==> src/rtl/lpif_ll_tx_credit_fifo.sv <==
// Logic-link transmit stage: buffers packed LPIF words and forwards one per cycle
// to channel striping while the far-end receive FIFO has advertised credit.
module lpif_ll_tx_credit_fifo #(
    parameter int WIDTH      = 269,
    parameter int DEPTH      = 4,
    parameter int MAX_CREDIT = 8,
    parameter int CW         = $clog2(MAX_CREDIT + 1)
) (
    input  logic             clk_wr,
    input  logic             rst_wr_n,
    input  logic [WIDTH-1:0] txfifo_downstream_data,
    input  logic             txfifo_downstream_push,
    output logic             txfifo_full,
    output logic [WIDTH-1:0] ll_tx_data,
    output logic             ll_tx_valid,
    input  logic             rx_online,
    input  logic             tx_credit_return,
    output logic [CW-1:0]    tx_credit_count,
    output logic             tx_overflow,
    output logic             tx_credit_error
);

    localparam int AW = $clog2(DEPTH);
    localparam logic [AW:0]   PTR_ONE     = (AW + 1)'(1);
    localparam logic [AW:0]   FULL_COUNT  = (AW + 1)'(DEPTH);
    localparam logic [CW-1:0] CREDIT_ONE  = CW'(1);
    localparam logic [CW-1:0] CREDIT_INIT = CW'(MAX_CREDIT);

    logic [WIDTH-1:0] mem [DEPTH];
    logic [AW:0]      wr_ptr;
    logic [AW:0]      rd_ptr;
    logic [AW:0]      count;
    logic [AW:0]      count_next;
    logic             do_push;
    logic             do_pop;

    // Pointers carry one wrap bit, so the plain difference is the occupancy.
    assign count      = wr_ptr - rd_ptr;
    assign do_push    = txfifo_downstream_push && !txfifo_full;
    assign do_pop     = (count != '0) && (tx_credit_count != '0) && rx_online;
    assign count_next = count + {{AW{1'b0}}, do_push} - {{AW{1'b0}}, do_pop};

    // NOTE: the storage array has no reset; emptiness is carried entirely by the
    // pointers, so resetting WIDTH*DEPTH flops would buy nothing.
    always_ff @(posedge clk_wr) begin
        if (do_push) begin
            mem[wr_ptr[AW-1:0]] <= txfifo_downstream_data;
        end
    end

    always_ff @(posedge clk_wr or negedge rst_wr_n) begin
        if (!rst_wr_n) begin
            wr_ptr      <= '0;
            rd_ptr      <= '0;
            txfifo_full <= 1'b0;
            tx_overflow <= 1'b0;
            ll_tx_valid <= 1'b0;
            ll_tx_data  <= '0;
        end else begin
            if (do_push) begin
                wr_ptr <= wr_ptr + PTR_ONE;
            end
            if (do_pop) begin
                rd_ptr     <= rd_ptr + PTR_ONE;
                ll_tx_data <= mem[rd_ptr[AW-1:0]];
            end
            ll_tx_valid <= do_pop;
            txfifo_full <= (count_next == FULL_COUNT);
            // A push against a full FIFO is lost even if a pop frees a slot this cycle.
            if (txfifo_downstream_push && txfifo_full) begin
                tx_overflow <= 1'b1;
            end
        end
    end

    always_ff @(posedge clk_wr or negedge rst_wr_n) begin
        if (!rst_wr_n) begin
            tx_credit_count <= CREDIT_INIT;
            tx_credit_error <= 1'b0;
        end else if (!rx_online) begin
            tx_credit_count <= CREDIT_INIT;
        end else if (tx_credit_return && !do_pop) begin
            if (tx_credit_count == CREDIT_INIT) begin
                tx_credit_error <= 1'b1;
            end else begin
                tx_credit_count <= tx_credit_count + CREDIT_ONE;
            end
        end else if (!tx_credit_return && do_pop) begin
            tx_credit_count <= tx_credit_count - CREDIT_ONE;
        end
    end

endmodule

==> config.mk <==
export PLATFORM = sky130hd
export DESIGN_NAME = lpif_ll_tx_credit_fifo
export DESIGN_NICKNAME = d
export VERILOG_FILES = /design/src/rtl/lpif_ll_tx_credit_fifo.sv
export SDC_FILE = /design/constraint.sdc
export NUM_CORES = 1
export LEC_CHECK = 0
export BUFFER_PORTS_ARGS = -buffer_cell sky130_fd_sc_hd__buf_2
export CAP_MARGIN = 10
export CORE_ASPECT_RATIO = 0.7
export CORE_UTILIZATION = 52
export CTS_CLUSTER_SIZE = 25
export DETAILED_ROUTE_END_ITERATION = 16
export HOLD_SLACK_MARGIN = 0.15
export PLACE_DENSITY = 0.81
export REMOVE_ABC_BUFFERS = 1
export SKIP_CTS_REPAIR_TIMING = 1
export SLEW_MARGIN = 20
export SYNTH_ARGS = -nofsm -noshare
export SYNTH_HDL_FRONTEND = slang
export SYNTH_SLANG_ARGS = --single-unit
==> constraint.sdc <==
create_clock -name clk_wr -period 7.9 [get_ports clk_wr]
set_input_delay 0.395 -clock clk_wr [delete_from_list [all_inputs] [get_ports clk_wr]]
set_output_delay 0.395 -clock clk_wr [all_outputs]
set_load 0.1 [all_outputs]
==> results.py <==
metrics = {
    "cts": {
        "clock_path_buffers": 3,
        "tritoncts": "done",
        "htree_levels": 3,
        "cts_root_buf": "clkbuf_16",
        "cts_buffers": 118,
        "insertion_delay_ps": 720,
        "path_clk_slew_ps": 70,
        "clock_sinks": 1359,
    },
    "timing": {
        "max_slew_margin": 0.168,
        "min_period_ps": 4440,
        "slew_viol_final": 0,
        "worst_pin_slew_ps": 1250,
        "fin_crit_sh": 0.561,
        "finalWorstSetupSlack_ps": 3460,
        "max_freq_ghz": 0.225,
        "finalHoldViolations": 0,
        "rsz0062_at_grt": "no",
        "fin_worst_skew_ps": 36.3,
        "finalSetupViolCount": 0,
    },
    "die": {
        "core_area_mm2": 0.0943,
        "dieArea_mm2": 0.0968,
        "die-height_um": 261,
        "die_w_um": 371,
        "ios": 551,
        "row_count": 94,
        "start_util": 0.527,
    },
    "detailed_routing": {
        "drc_errors": 0,
        "vias": 26900,
        "wl_per_cell_um": 23.3,
        "routed_wl_um": 113000,
        "dr.pass1.iters": 5,
        "vias_per_cell": 5.55,
        "postRouteAntennaNets": 0,
        "drtIter0Drc": 2293,
    },
    "global_route": {
        "grt-ovfl-total": 0,
        "grt_max_degree": 168,
        "grt_usage": 0.217,
        "grt_pass1_wl_um": 158000,
        "grt_pass1_vias": 26200,
        "antenna_found_initial": 8,
    },
    "logic_synthesis": {
        "ys_seq_area_frac": 0.793,
        "ys_types": 41,
        "yosys.area.top_type": "edfxtp_1",
        "syn_area_mm2": 0.0497,
        "ys_top_cells_by_area": "edfxtp_1 (65%), dfrtp_1 (14%), mux4_2 (12%), nand2_1 (6.2%), buf_2 (0.69%)",
        "ys_async_sr_fraction": 0.208,
        "syn_avg_cell_area_um2": 18.8,
        "synth_common_cells": "edfxtp_1 (1,076), nand2_1 (816), dfrtp_1 (282)",
        "ys_warn_count": 0,
        "synth_edf_count": 1076,
        "synth_top_flop_cell": "edfxtp_1",
        "synth_top_area_share": 0.650,
        "ys_ff_latch": 1359,
        "yosysMostFrequentCell": "edfxtp_1",
        "syn_inst": 2636,
    },
    "critical_path": {
        "timing.rr.end": "txfifo_full",
        "r2r_slack_ps": 3460,
        "cp-startpoint": "rd_ptr[1]",
        "crit_chain": "fa_1 > nand2_1 > o21ai_4 > buf_4 > inv_8 > ha_1 > inv_1 > ha_1 > inv_1 > fa_1 > xor2_1 > xnor2_1 > nor3b_1",
        "critical_path_peak_fanout": 120,
        "cp.arrival_ps": 5040,
        "cp-start-kind": "flop",
        "required_ps": 8500,
        "cp_top_family": "adder cells",
        "crit_buf_inv": 4,
        "criticalPathCategory": "flop to flop",
        "cpMaxStageDelayCell": "dfrtp_4",
        "slowest_delay_ps": 1030,
        "r2r-start": "rd_ptr[1]",
        "end_kind": "flop",
        "r2r_cells": 13,
    },
    "cells_and_area": {
        "nNetsFinal": 3770,
        "drive_gt1_frac": 0.291,
        "synthToLayoutAreaGrowth_pct": 22.0,
    },
    "placement": {
        "place_congestion": 0.741,
        "io_buffers": 550,
        "place_ws_ps": 3400,
        "hpwl_um": 60200,
    },
    "min_path": {
        "hp-class": "input port to asynchronous set/reset pin",
    },
    "job": {
        "maxCapViolCount": 0,
    },
    "run_status": {
        "outcome": "finished, final reports clean",
    },
}
cells in the final DEF, fill, tap and decap left out, types with 3 or more instances in the layout:
master	count
buf_4	14
clkbuf_1	21
ha_1	10
clkbuf_8	11
buf_12	12
buf_2	549
inv_6	4
clkinvlp_4	8
clkinv_16	5
diode_2	10
edfxtp_1	1076
clkinv_1	14
mux4_2	269
dfrtp_1	280
dlygate4sd3_1	273
inv_1	12
fa_1	3
nand2_1	816
bufinv_16	12
clkinv_4	3
xnor2_1	5
clkinv_2	29
clkbuf_16	118
xor2_1	3
and2_4	4
a211oi_1	3
cell families (layout without fill, tap and decap cells):
kind of cell | after synthesis | after routing | share of synthesized area
compound gates | 21 | 21 | 0.00345
mux | 270 | 270 | 0.122
flops | 1359 | 1359 | 0.793
xor+xnor | 10 | 10 | 0.00234
simple gates | 828 | 828 | 0.0630
buf+inv | 135 | 1088 | 0.0121
other cells | 0 | 10 | 0
fa+ha+maj | 13 | 13 | 0.00373
worst reg2reg max path, stage by stage, from the launching register on:
cell and delay [ps]:
dfrtp_4 1030, fa_1 620, nand2_1 190, o21ai_4 70, buf_4 290, inv_8 630, ha_1 390, inv_1 60
ha_1 130, inv_1 50, fa_1 420, xor2_1 160, xnor2_1 130, nor3b_1 170
layout make-up:
class / count / area [µm²]
Antenna cell: 10 / 25.0
Clock buffer: 150 / 3180
Clock inverter: 76 / 846
Fill cell: 6072 / 33700
Inverter: 13 / 56.3
Multi-Input combinational cell: 1142 / 9690
Sequential cell: 1359 / 39400
Tap cell: 1248 / 1560
Timing Repair Buffer: 849 / 5840
layer usage:
layer	part of all wire	GRT usage
met5	0.00020	0
met3	0.076	0.0595
met2	0.51	0.354
met1	0.39	0.290
met4	0.020	0.0599
sequential cells by signal, summed over array words and instances (netlist names):
signal	cells
txfifo_full	1
tx_overflow	1
tx_credit_count	4
wr_ptr	3
rd_ptr	3
ll_tx_data	269
ll_tx_valid	1
tx_credit_error	1
mem	1076
worst max path at each step:
stage                             end  slack [ps]  depth (start not counted)
after floorplan           txfifo_full      -15570                         13
final                     txfifo_full        3460                         13
after global routing      txfifo_full        3250                         13
after detailed placement  txfifo_full        3400                         13
after global placement    txfifo_full        3360                         13
after CTS                 txfifo_full        3380                         13
metrics by stage:
step / setup TNS, ps / utilization / hold WS, ps / instance area (µm²) / instances
2_1_floorplan: -4033100 / - / 99.4 / 49100 / 2514
4_1_cts: 0 / 0.613 / -427 / 57800 / 4563
3_5_place_dp: 0 / 0.570 / 352 / 53800 / 4337
6_report: 0 / 0.643 / 187 / 60600 / 4847
3_3_place_gp: 0 / 0.570 / 353 / 53800 / 4337
5_1_grt: 0 / 0.642 / 197 / 60600 / 4842
Power is left out: the tool's default activity adds up to more than one toggle a clock period on the data nets, which glitch-free logic cannot reach.
